==> config.mk <==
export PLATFORM = sky130hd
export DESIGN_NAME = ex_mem_stage_flat
export DESIGN_NICKNAME = d
export VERILOG_FILES = /design/src/rtl/ex_mem_stage_if.sv /design/src/rtl/ex_mem_stage.sv /design/src/flat_wrapper.sv
export SDC_FILE = /design/constraint.sdc
export NUM_CORES = 1
export LEC_CHECK = 0
export ABC_AREA = 1
export CAP_MARGIN = 20
export CORE_MARGIN = 8
export CORE_UTILIZATION = 35
export DETAILED_ROUTE_END_ITERATION = 16
export PLACE_DENSITY = 0.83
export SKIP_LAST_GASP = 1
export SYNTH_ARGS = -nofsm -noshare
export SYNTH_HDL_FRONTEND = slang
export SYNTH_SLANG_ARGS = --single-unit
==> constraint.sdc <==
create_clock -name clk -period 2.38 [get_ports clk]
set_input_delay 0.476 -clock clk [delete_from_list [all_inputs] [get_ports clk]]
set_output_delay 0.476 -clock clk [all_outputs]
set_load 0.05 [all_outputs]
==> src/rtl/ex_mem_stage_if.sv <==
// ex_mem_stage_if: EX->MEM pipeline bus carrying ALU results, controls and stage outputs.
//   master: EX side / driver (drives stall, flush, in_*; observes out_*, branch_taken, nzcv)
//   slave : the ex_mem_stage register (consumes in_*, produces out_*, branch_taken, nzcv)
interface ex_mem_stage_if #(
  parameter int DATA_WIDTH     = 64,
  parameter int REG_ADDR_WIDTH = 5
);
  logic                      stall;
  logic                      flush;
  logic                      in_valid;
  logic [DATA_WIDTH-1:0]     in_result;
  logic                      in_negative;
  logic                      in_zero;
  logic                      in_overflow;
  logic                      in_carry_out;
  logic                      in_set_flags;
  logic                      in_is_bcond;
  logic                      in_is_cbz;
  logic [3:0]                in_cond;
  logic [REG_ADDR_WIDTH-1:0] in_rd;
  logic                      in_reg_write;
  logic                      in_mem_read;
  logic                      in_mem_write;
  logic [DATA_WIDTH-1:0]     in_store_data;
  logic                      out_valid;
  logic [DATA_WIDTH-1:0]     out_result;
  logic [DATA_WIDTH-1:0]     out_store_data;
  logic [REG_ADDR_WIDTH-1:0] out_rd;
  logic                      out_reg_write;
  logic                      out_mem_read;
  logic                      out_mem_write;
  logic                      branch_taken;
  logic [3:0]                nzcv;
  modport master (
    output stall, flush, in_valid, in_result, in_negative, in_zero, in_overflow, in_carry_out,
           in_set_flags, in_is_bcond, in_is_cbz, in_cond, in_rd, in_reg_write, in_mem_read,
           in_mem_write, in_store_data,
    input  out_valid, out_result, out_store_data, out_rd, out_reg_write, out_mem_read,
           out_mem_write, branch_taken, nzcv
  );
  modport slave (
    input  stall, flush, in_valid, in_result, in_negative, in_zero, in_overflow, in_carry_out,
           in_set_flags, in_is_bcond, in_is_cbz, in_cond, in_rd, in_reg_write, in_mem_read,
           in_mem_write, in_store_data,
    output out_valid, out_result, out_store_data, out_rd, out_reg_write, out_mem_read,
           out_mem_write, branch_taken, nzcv
  );
endinterface

==> src/rtl/ex_mem_stage.sv <==
// ex_mem_stage: EX/MEM pipeline register owning NZCV and the registered branch decision.
//   clk   : rising-edge clock
//   reset : asynchronous active-low reset
//   bus   : ex_mem_stage_if.slave (stall/flush, in_* from EX, out_*/branch_taken/nzcv to MEM)
//   STAGE_PERF_EN (macro): adds saturating perf_instr_cnt / perf_stall_cnt outputs
module ex_mem_stage #(
  parameter int DATA_WIDTH     = 64,
  parameter int REG_ADDR_WIDTH = 5,
  parameter int CNT_WIDTH      = 32
) (
  input  logic                 clk,
  input  logic                 reset,
`ifdef STAGE_PERF_EN
  output logic [CNT_WIDTH-1:0] perf_instr_cnt,
  output logic [CNT_WIDTH-1:0] perf_stall_cnt,
`endif
  ex_mem_stage_if.slave        bus
);
  logic                      valid_q, valid_d;
  logic [DATA_WIDTH-1:0]     result_q, result_d, store_q, store_d;
  logic [REG_ADDR_WIDTH-1:0] rd_q, rd_d;
  logic                      rw_q, rw_d, mr_q, mr_d, mw_q, mw_d;
  logic                      bt_q, bt_d;
  logic [3:0]                nzcv_q, nzcv_d;
  logic                      accept, hold, take_valid;
  logic                      n, z, c, v, ge, cond_ok;
  logic [7:0]                cond_base;
  assign accept     = !bus.flush && !bus.stall;
  assign hold       = bus.stall && !bus.flush;
  assign take_valid = accept && bus.in_valid;
  assign {n, z, c, v} = nzcv_q;
  assign ge = n == v;
  // Even codes test the flag expression, odd codes its inverse; 111x is always taken.
  assign cond_base = {1'b1, !z && ge, ge, c && !z, v, n, c, z};
  assign cond_ok   = (&bus.in_cond[3:1]) || (cond_base[bus.in_cond[3:1]] ^ bus.in_cond[0]);
  always_comb begin
    valid_d  = bus.flush ? 1'b0 : bus.stall ? valid_q : bus.in_valid;
    result_d = bus.flush ? '0 : bus.stall ? result_q : bus.in_result;
    store_d  = bus.flush ? '0 : bus.stall ? store_q : bus.in_store_data;
    rd_d     = bus.flush ? '0 : bus.stall ? rd_q : bus.in_rd;
    rw_d     = bus.flush ? 1'b0 : bus.stall ? rw_q : bus.in_valid && bus.in_reg_write;
    mr_d     = bus.flush ? 1'b0 : bus.stall ? mr_q : bus.in_valid && bus.in_mem_read;
    mw_d     = bus.flush ? 1'b0 : bus.stall ? mw_q : bus.in_valid && bus.in_mem_write;
    // Branch uses the flags registered before this edge, so a flag-setting B.cond sees old NZCV.
    bt_d     = bus.flush ? 1'b0 : bus.stall ? bt_q :
               bus.in_valid && (bus.in_is_cbz ? bus.in_zero : bus.in_is_bcond && cond_ok);
    nzcv_d   = (take_valid && bus.in_set_flags) ?
               {bus.in_negative, bus.in_zero, bus.in_carry_out, bus.in_overflow} : nzcv_q;
  end
  always_ff @(posedge clk or negedge reset) begin
    if (!reset) begin
      valid_q  <= 1'b0;
      result_q <= '0;
      store_q  <= '0;
      rd_q     <= '0;
      rw_q     <= 1'b0;
      mr_q     <= 1'b0;
      mw_q     <= 1'b0;
      bt_q     <= 1'b0;
      nzcv_q   <= '0;
    end else begin
      valid_q  <= valid_d;
      result_q <= result_d;
      store_q  <= store_d;
      rd_q     <= rd_d;
      rw_q     <= rw_d;
      mr_q     <= mr_d;
      mw_q     <= mw_d;
      bt_q     <= bt_d;
      nzcv_q   <= nzcv_d;
    end
  end
  assign bus.out_valid      = valid_q;
  assign bus.out_result     = result_q;
  assign bus.out_store_data = store_q;
  assign bus.out_rd         = rd_q;
  assign bus.out_reg_write  = rw_q;
  assign bus.out_mem_read   = mr_q;
  assign bus.out_mem_write  = mw_q;
  assign bus.branch_taken   = bt_q;
  assign bus.nzcv           = nzcv_q;
`ifdef STAGE_PERF_EN
  logic [CNT_WIDTH-1:0] instr_cnt_q, instr_cnt_d, stall_cnt_q, stall_cnt_d;
  always_comb begin
    instr_cnt_d = (take_valid && !(&instr_cnt_q)) ? instr_cnt_q + 1'b1 : instr_cnt_q;
    stall_cnt_d = (hold && !(&stall_cnt_q)) ? stall_cnt_q + 1'b1 : stall_cnt_q;
  end
  always_ff @(posedge clk or negedge reset) begin
    if (!reset) begin
      instr_cnt_q <= '0;
      stall_cnt_q <= '0;
    end else begin
      instr_cnt_q <= instr_cnt_d;
      stall_cnt_q <= stall_cnt_d;
    end
  end
  assign perf_instr_cnt = instr_cnt_q;
  assign perf_stall_cnt = stall_cnt_q;
`endif
endmodule

==> src/flat_wrapper.sv <==
// flat-port wrapper written by rule: the top's interface ports become plain ports
module ex_mem_stage_flat 
#(
  parameter int DATA_WIDTH     = 64,
  parameter int REG_ADDR_WIDTH = 5,
  parameter int CNT_WIDTH      = 32
)
  (clk, reset, bus_stall, bus_flush, bus_in_valid, bus_in_result, bus_in_negative, bus_in_zero, bus_in_overflow, bus_in_carry_out, bus_in_set_flags, bus_in_is_bcond, bus_in_is_cbz, bus_in_cond, bus_in_rd, bus_in_reg_write, bus_in_mem_read, bus_in_mem_write, bus_in_store_data, bus_out_valid, bus_out_result, bus_out_store_data, bus_out_rd, bus_out_reg_write, bus_out_mem_read, bus_out_mem_write, bus_branch_taken, bus_nzcv);
  ex_mem_stage_if #(.DATA_WIDTH(DATA_WIDTH), .REG_ADDR_WIDTH(REG_ADDR_WIDTH)) bus_i ();
  input  logic clk;
  input  logic reset;
  input wire logic [$bits(bus_i.stall)-1:0] bus_stall;
  input wire logic [$bits(bus_i.flush)-1:0] bus_flush;
  input wire logic [$bits(bus_i.in_valid)-1:0] bus_in_valid;
  input wire logic [$bits(bus_i.in_result)-1:0] bus_in_result;
  input wire logic [$bits(bus_i.in_negative)-1:0] bus_in_negative;
  input wire logic [$bits(bus_i.in_zero)-1:0] bus_in_zero;
  input wire logic [$bits(bus_i.in_overflow)-1:0] bus_in_overflow;
  input wire logic [$bits(bus_i.in_carry_out)-1:0] bus_in_carry_out;
  input wire logic [$bits(bus_i.in_set_flags)-1:0] bus_in_set_flags;
  input wire logic [$bits(bus_i.in_is_bcond)-1:0] bus_in_is_bcond;
  input wire logic [$bits(bus_i.in_is_cbz)-1:0] bus_in_is_cbz;
  input wire logic [$bits(bus_i.in_cond)-1:0] bus_in_cond;
  input wire logic [$bits(bus_i.in_rd)-1:0] bus_in_rd;
  input wire logic [$bits(bus_i.in_reg_write)-1:0] bus_in_reg_write;
  input wire logic [$bits(bus_i.in_mem_read)-1:0] bus_in_mem_read;
  input wire logic [$bits(bus_i.in_mem_write)-1:0] bus_in_mem_write;
  input wire logic [$bits(bus_i.in_store_data)-1:0] bus_in_store_data;
  output wire logic [$bits(bus_i.out_valid)-1:0] bus_out_valid;
  output wire logic [$bits(bus_i.out_result)-1:0] bus_out_result;
  output wire logic [$bits(bus_i.out_store_data)-1:0] bus_out_store_data;
  output wire logic [$bits(bus_i.out_rd)-1:0] bus_out_rd;
  output wire logic [$bits(bus_i.out_reg_write)-1:0] bus_out_reg_write;
  output wire logic [$bits(bus_i.out_mem_read)-1:0] bus_out_mem_read;
  output wire logic [$bits(bus_i.out_mem_write)-1:0] bus_out_mem_write;
  output wire logic [$bits(bus_i.branch_taken)-1:0] bus_branch_taken;
  output wire logic [$bits(bus_i.nzcv)-1:0] bus_nzcv;
  assign bus_i.stall = bus_stall;
  assign bus_i.flush = bus_flush;
  assign bus_i.in_valid = bus_in_valid;
  assign bus_i.in_result = bus_in_result;
  assign bus_i.in_negative = bus_in_negative;
  assign bus_i.in_zero = bus_in_zero;
  assign bus_i.in_overflow = bus_in_overflow;
  assign bus_i.in_carry_out = bus_in_carry_out;
  assign bus_i.in_set_flags = bus_in_set_flags;
  assign bus_i.in_is_bcond = bus_in_is_bcond;
  assign bus_i.in_is_cbz = bus_in_is_cbz;
  assign bus_i.in_cond = bus_in_cond;
  assign bus_i.in_rd = bus_in_rd;
  assign bus_i.in_reg_write = bus_in_reg_write;
  assign bus_i.in_mem_read = bus_in_mem_read;
  assign bus_i.in_mem_write = bus_in_mem_write;
  assign bus_i.in_store_data = bus_in_store_data;
  assign bus_out_valid = bus_i.out_valid;
  assign bus_out_result = bus_i.out_result;
  assign bus_out_store_data = bus_i.out_store_data;
  assign bus_out_rd = bus_i.out_rd;
  assign bus_out_reg_write = bus_i.out_reg_write;
  assign bus_out_mem_read = bus_i.out_mem_read;
  assign bus_out_mem_write = bus_i.out_mem_write;
  assign bus_branch_taken = bus_i.branch_taken;
  assign bus_nzcv = bus_i.nzcv;
  ex_mem_stage #(.DATA_WIDTH(DATA_WIDTH), .REG_ADDR_WIDTH(REG_ADDR_WIDTH), .CNT_WIDTH(CNT_WIDTH)) u_core (.clk(clk), .reset(reset), .bus(bus_i));
endmodule
==> metrics.txt, run 1 <==
Seq cells post-synth=142; pwr dens=769 nW/um^2; Peak VDD IR=0.363 mV; first-pass GRT wire length=25,400 microns; Post-Syn Area=5140 sq um; GRT Total Usage=17.5%; vias in the first global route=4,670; syn avg cell area=14.4 sq um; First DRT Iteration DRCs=206; CP peak stage delay=850 ps; worst slew pin tran=631 ps; Crit Path Max Fanout=4; Hold Buf Count CTS=0; crit path time final=2140 ps; GRT Residual Overflow=0; CP max stage cell=clkdlybuf4s50_1; cell leakage power=3.95 nW; initial antenna violation count=0; die width=137 microns; Worst-path clk slew=60 ps; CP startpoint kind=flop; Final Skew=2.69 ps; share of layout cells above drive strength 1=6.22%; initial core utilization=35.7%; number of I/O port buffers=293; WL final=16,800 microns; maxcap violations=0; Clock Tree Buf Depth=2; Placement Setup Slack=343 ps; fin nets=798; n_diodes=0; Worst Path Buf+Inv=1; H-tree levels=4; CTS-repair resized insts=0; Worst-Skew Late Latency=400 ps; synth warn=0; Syn Nets=510; DR pass1 iterations=4; DP HPWL=12,300 microns; CP top delay family=buffers and inverters; Die Area=18,800 sq um; max-slew violations=0; Seq/Total Area, Yosys=69.1%; Max Clk Rate=467 MHz; wire per inst=19.9 microns; clk root buf=clkbuf_16; vias=4,164; Rows=44; Ports=294; TNS Setup=0 ps; post-route ant nets=0; final worst-path cycle share=90.0%; post-CTS setup repair buffer count=0; DRC=0; Num Clock Sinks=142; setup ws final=238 ps; GP Congestion=0.797; Die H=137 microns; Yosys top cell area share=69.1%; count of final hold-check violations=0; largest area contributor in the netlist=dfrtp_1; Crit Path Category=flop to primary output; crit path DAT=1670 ps; Post-Synthesis Cells=358; required time of the critical path=1900 ps; Cell variety after synth=17; synth top area cells=dfrtp_1, a22o_1, buf_4, nand2_1, buf_2; Final setup viols=0; worst min-delay path class=input port to asynchronous set/reset pin; clock buffer count from CTS=17; Relative slew margins=57.9%; outcome=finished, final reports clean; crit path capture type=primary output; pin count of the biggest net entering global routing=139; Core ar.=14,400 sq um; RSZ-0062 raised after global routing=no; Fillers=1,096; CTS tree=done; CP Cell Sequence=clkdlybuf4s50_1; area delta synth->final=72.4%; Vias/cell=4.94
-- synth_stat cells --
cell type and instances:
buf_2 10, mux2_1 2, inv_2 1, a21oi_1 3, nor2_4 1, buf_1 2, nand3_1 4, nand2_1 23
buf_4 12, dfrtp_1 142, clkbuf_1 5, a22o_1 136, nand2_2 1, xnor2_1 1, o21ai_0 1, inv_1 8
nor2_1 6
-- cells by family after synthesis --
| family | after synthesis | synth area share, % |
|---|---|---|
| flip-flops | 142 | 69.1 |
| AO/OA/AOI/OAI | 140 | 23.6 |
| buffers and inverters | 38 | 3.89 |
| AND/OR/NAND/NOR | 35 | 2.85 |
| multiplexers | 2 | 0.438 |
| XOR/XNOR | 1 | 0.170 |
-- final cells by class --
type                            instances  area (sq um)  area share, %
Clock buffer                           23           498           5.62
Tap cell                              184           230           2.60
Multi-Input combinational cell        178          1400           15.8
Clock inverter                          9           130           1.47
Inverter                                9          33.8          0.381
Sequential cell                       142          3550           40.1
Timing Repair Buffer                  298          3020           34.1
-- layer usage --
metal  track usage [%]  vias to the layer above  share of wire, %
met5                 0                        -                 0
met4              6.46                        0               1.6
met3              6.78                       20                10
met2              29.3                      205                50
met1              19.9                     2021                38
li1                  -                     1918                 -
-- through the flow --
stage / power [mW] / utilization, % / cell area [sq um] / hold slack (ps) / std cells
after global routing: 7.08 / 61.5 / 8860 / 65.9 / 843
after CTS: 6.90 / 61.5 / 8860 / 59.6 / 843
after detailed placement: 4.12 / 57.1 / 8240 / 463 / 811
after global placement: 4.09 / 57.1 / 8240 / 466 / 811
final: 6.82 / 61.5 / 8860 / 59.4 / 843
after floorplan: 3.43 / - / 5140 / 180 / 358
-- worst paths after layout --
kind                            depth (start not counted)                            end  slack (ps)                 start
worst max-delay path                                    1                    bus_nzcv[3]         240    u_core.bus.nzcv[3]
max in group asynchronous                               2  u_core.bus.out_store_data[27]        1990                 reset
worst min register to register                          2           u_core.bus.out_valid         480  u_core.bus.out_valid
worst min-delay path                                    2       u_core.bus.out_result[2]          60                 reset
worst max register to register                         10        u_core.bus.branch_taken        1090    u_core.bus.nzcv[2]
min in group clk                                        2           u_core.bus.out_valid         480  u_core.bus.out_valid
-- state kept, by name (all words and copies together), names as in the netlist --
signal and count:
u_core.bus.out_result 64, u_core.bus.out_store_data 64, u_core.bus.out_rd 5, u_core.bus.nzcv 4, u_core.bus.branch_taken 1, u_core.bus.out_mem_read 1
u_core.bus.out_mem_write 1, u_core.bus.out_reg_write 1, u_core.bus.out_valid 1
-- power breakdown --
| part | internal, mW | switching, mW | total (mW) | leakage (nW) |
|---|---|---|---|---|
| logic | 0.588 | 0.826 | 1.41 | 1.76 |
| registers | 2.56 | 0.0957 | 2.66 | 1.88 |
| clock network | 1.79 | 0.958 | 2.75 | 0.310 |
| total | 4.94 | 1.88 | 6.82 | 3.95 |
-- layout by cell type (no fill, tap or decap), types with 2 or more instances in the layout --
cell	count
nor2_1	5
clkbuf_8	5
inv_1	8
nand2_1	23
bufinv_16	3
buf_12	4
a21oi_1	3
dfrtp_1	142
clkdlybuf4s50_1	292
clkbuf_16	17
mux2_1	2
nor2_4	2
clkinv_2	3
a22o_1	136
nand3_1	4
No activity file was read; power rests on OpenSTA's default activity.
==> run 2: changes to the inputs <==
Settings changed: ABC_CLOCK_PERIOD_IN_PS set to 2400.
Clock period 2.38 ns to 2.4 ns, I/O delays scaled along.
==> metrics.txt, run 2 (same netlist as run 1, synthesis figures left out) <==
outcome=finished, violations left (was finished, final reports clean); failing checks=hold timing; Vias/cell=4.95 (was 4.94); Fillers=1,082 (was 1,096); initial antenna violation count=0 (unchanged); die width=137 microns (unchanged); Hold Buf Count CTS=0 (unchanged); Max Clk Rate=466 MHz; post-layout util=61.1% (was 61.5%); post-route ant nets=0 (unchanged); CP top delay family=buffers and inverters (unchanged); commonest non-fill, non-tap cell in the layout=clkdlybuf4s50_1 (unchanged); post-CTS setup repair buffer count=0 (unchanged); clk root buf=clkbuf_16 (unchanged); Num Clock Sinks=142 (unchanged); WL final=16,800 microns (about the same); wire per inst=20.0 microns (was 19.9 microns); TNS Setup=0 ps (unchanged); setup ws final=255 ps (was 238 ps); Rows=44 (unchanged); vias=4,174 (was 4,164); DRC=0 (unchanged); CTS tree=done (unchanged); required time of the critical path=1920 ps (was 1900 ps); Crit Path Max Fanout=4 (unchanged); most frequent cells in the layout=clkdlybuf4s50_1, dfrtp_1, a22o_1, nand2_1, clkbuf_16 (unchanged); area delta synth->final=71.5% (was 72.4%); count of final hold-check violations=1 (was 0); Placement Setup Slack=344 ps (was 343 ps); Worst-Skew Late Latency=400 ps (about the same); crit path time final=2140 ps; GRT Residual Overflow=0 (unchanged); max-slew violations=0 (unchanged); share of layout cells above drive strength 1=6.37% (was 6.22%); First DRT Iteration DRCs=227 (was 206); WHS=-0.604 ps (was 59.4 ps); Worst Path Buf+Inv=1 (unchanged); n_diodes=0 (unchanged); CTS-repair resized insts=0 (unchanged); Final setup viols=0 (unchanged); H-tree levels=4 (unchanged); Peak VDD IR=0.365 mV (was 0.363 mV); vias in the first global route=4,608 (was 4,670); Ports=294 (unchanged); Worst-path clk slew=60 ps (about the same); worst slew pin tran=618 ps (was 631 ps); crit path DAT=1660 ps (was 1670 ps); CP startpoint kind=flop (unchanged); final worst-path cycle share=89.4%; DP HPWL=12,400 microns (was 12,300 microns); Clock Tree Buf Depth=2 (unchanged); CP max stage cell=clkdlybuf4s50_1 (unchanged); Core ar.=14,400 sq um (unchanged); DR pass1 iterations=4 (unchanged); pwr dens=746 nW/um^2 (was 769 nW/um^2); Relative slew margins=58.8% (was 57.9%); GRT Total Usage=17.4% (was 17.5%); fin nets=799 (was 798); CP peak stage delay=860 ps (was 850 ps); clock buffer count from CTS=17 (unchanged); cell leakage power=3.92 nW (was 3.95 nW); worst min-delay path class=input port to asynchronous set/reset pin (unchanged); CP Cell Sequence=clkdlybuf4s50_1 (unchanged); crit path capture type=primary output (unchanged); Die H=137 microns (unchanged); pin count of the biggest net entering global routing=139 (unchanged); number of I/O port buffers=293 (unchanged); Die Area=18,800 sq um (unchanged); RSZ-0062 raised after global routing=no (unchanged); GP Congestion=0.793 (was 0.797); maxcap violations=0 (unchanged); first-pass GRT wire length=25,300 microns (was 25,400 microns); Final Skew=6.81 ps (was 2.69 ps); Crit Path Category=flop to primary output (unchanged); initial core utilization=35.7% (unchanged)
==> run 2: cell types whose count changed in the layout (fill, tap and decap cells not counted) <==
| cell | delta |
|---|---|
| clkinvlp_4 | +2 |
| clkbuf_1 | -1 |
| clkbuf_8 | +1 |
| clkinv_2 | -1 |
| bufinv_16 | -2 |
| buf_12 | -1 |
| buf_4 | +2 |
==> run 2: metrics by stage <==
step / cells / area, sq um / total power [mW]
2_1_floorplan: 358 / 5140 / 3.40
3_3_place_gp: 812 / 8230 / 4.05
3_5_place_dp: 812 / 8230 / 4.08
4_1_cts: 843 / 8820 / 6.67
5_1_grt: 843 / 8820 / 6.83
6_report: 843 / 8820 / 6.58
==> run 2: per-layer routing <==
metal,vias up,share of wire [%],GRT usage [%]
li1,1921,-,-
met1,2009,37,20.0
met2,221,50,28.5
met3,23,11,7.26
met4,0,2.0,6.94
met5,-,0,0
==> run 2: power breakdown <==
group,leakage [nW],switching [mW],internal (mW),total (mW)
sequential,1.88,0.0927,2.54,2.63
combinational,1.76,0.819,0.582,1.40
clock,0.284,0.961,1.59,2.55
==> run 2: layout make-up <==
| class | count | area [sq um] | share of cell area [%] |
|---|---|---|---|
| Multi-Input combinational cell | 178 | 1400 | 15.8 |
| Sequential cell | 142 | 3550 | 40.3 |
| Clock buffer | 23 | 508 | 5.76 |
| Tap cell | 184 | 230 | 2.61 |
| Timing Repair Buffer | 299 | 3020 | 34.2 |
| Inverter | 9 | 33.8 | 0.383 |
| Clock inverter | 8 | 80.1 | 0.908 |
==> run 2: final timing paths <==
check | start | endpoint | slack, ps | depth (start not counted)
worst min-delay path | reset | u_core.bus.out_result[21] | -0.6 | 1
worst min register to register | u_core.bus.out_store_data[2] | u_core.bus.out_store_data[2] | 500 | 1
worst max-delay path | u_core.bus.nzcv[0] | bus_nzcv[0] | 260 | 1
max in group asynchronous | reset | u_core.bus.out_result[29] | 1630 | 2
worst max register to register | u_core.bus.nzcv[2] | u_core.bus.branch_taken | 1090 | 10
min in group clk | u_core.bus.out_store_data[2] | u_core.bus.out_store_data[2] | 500 | 1
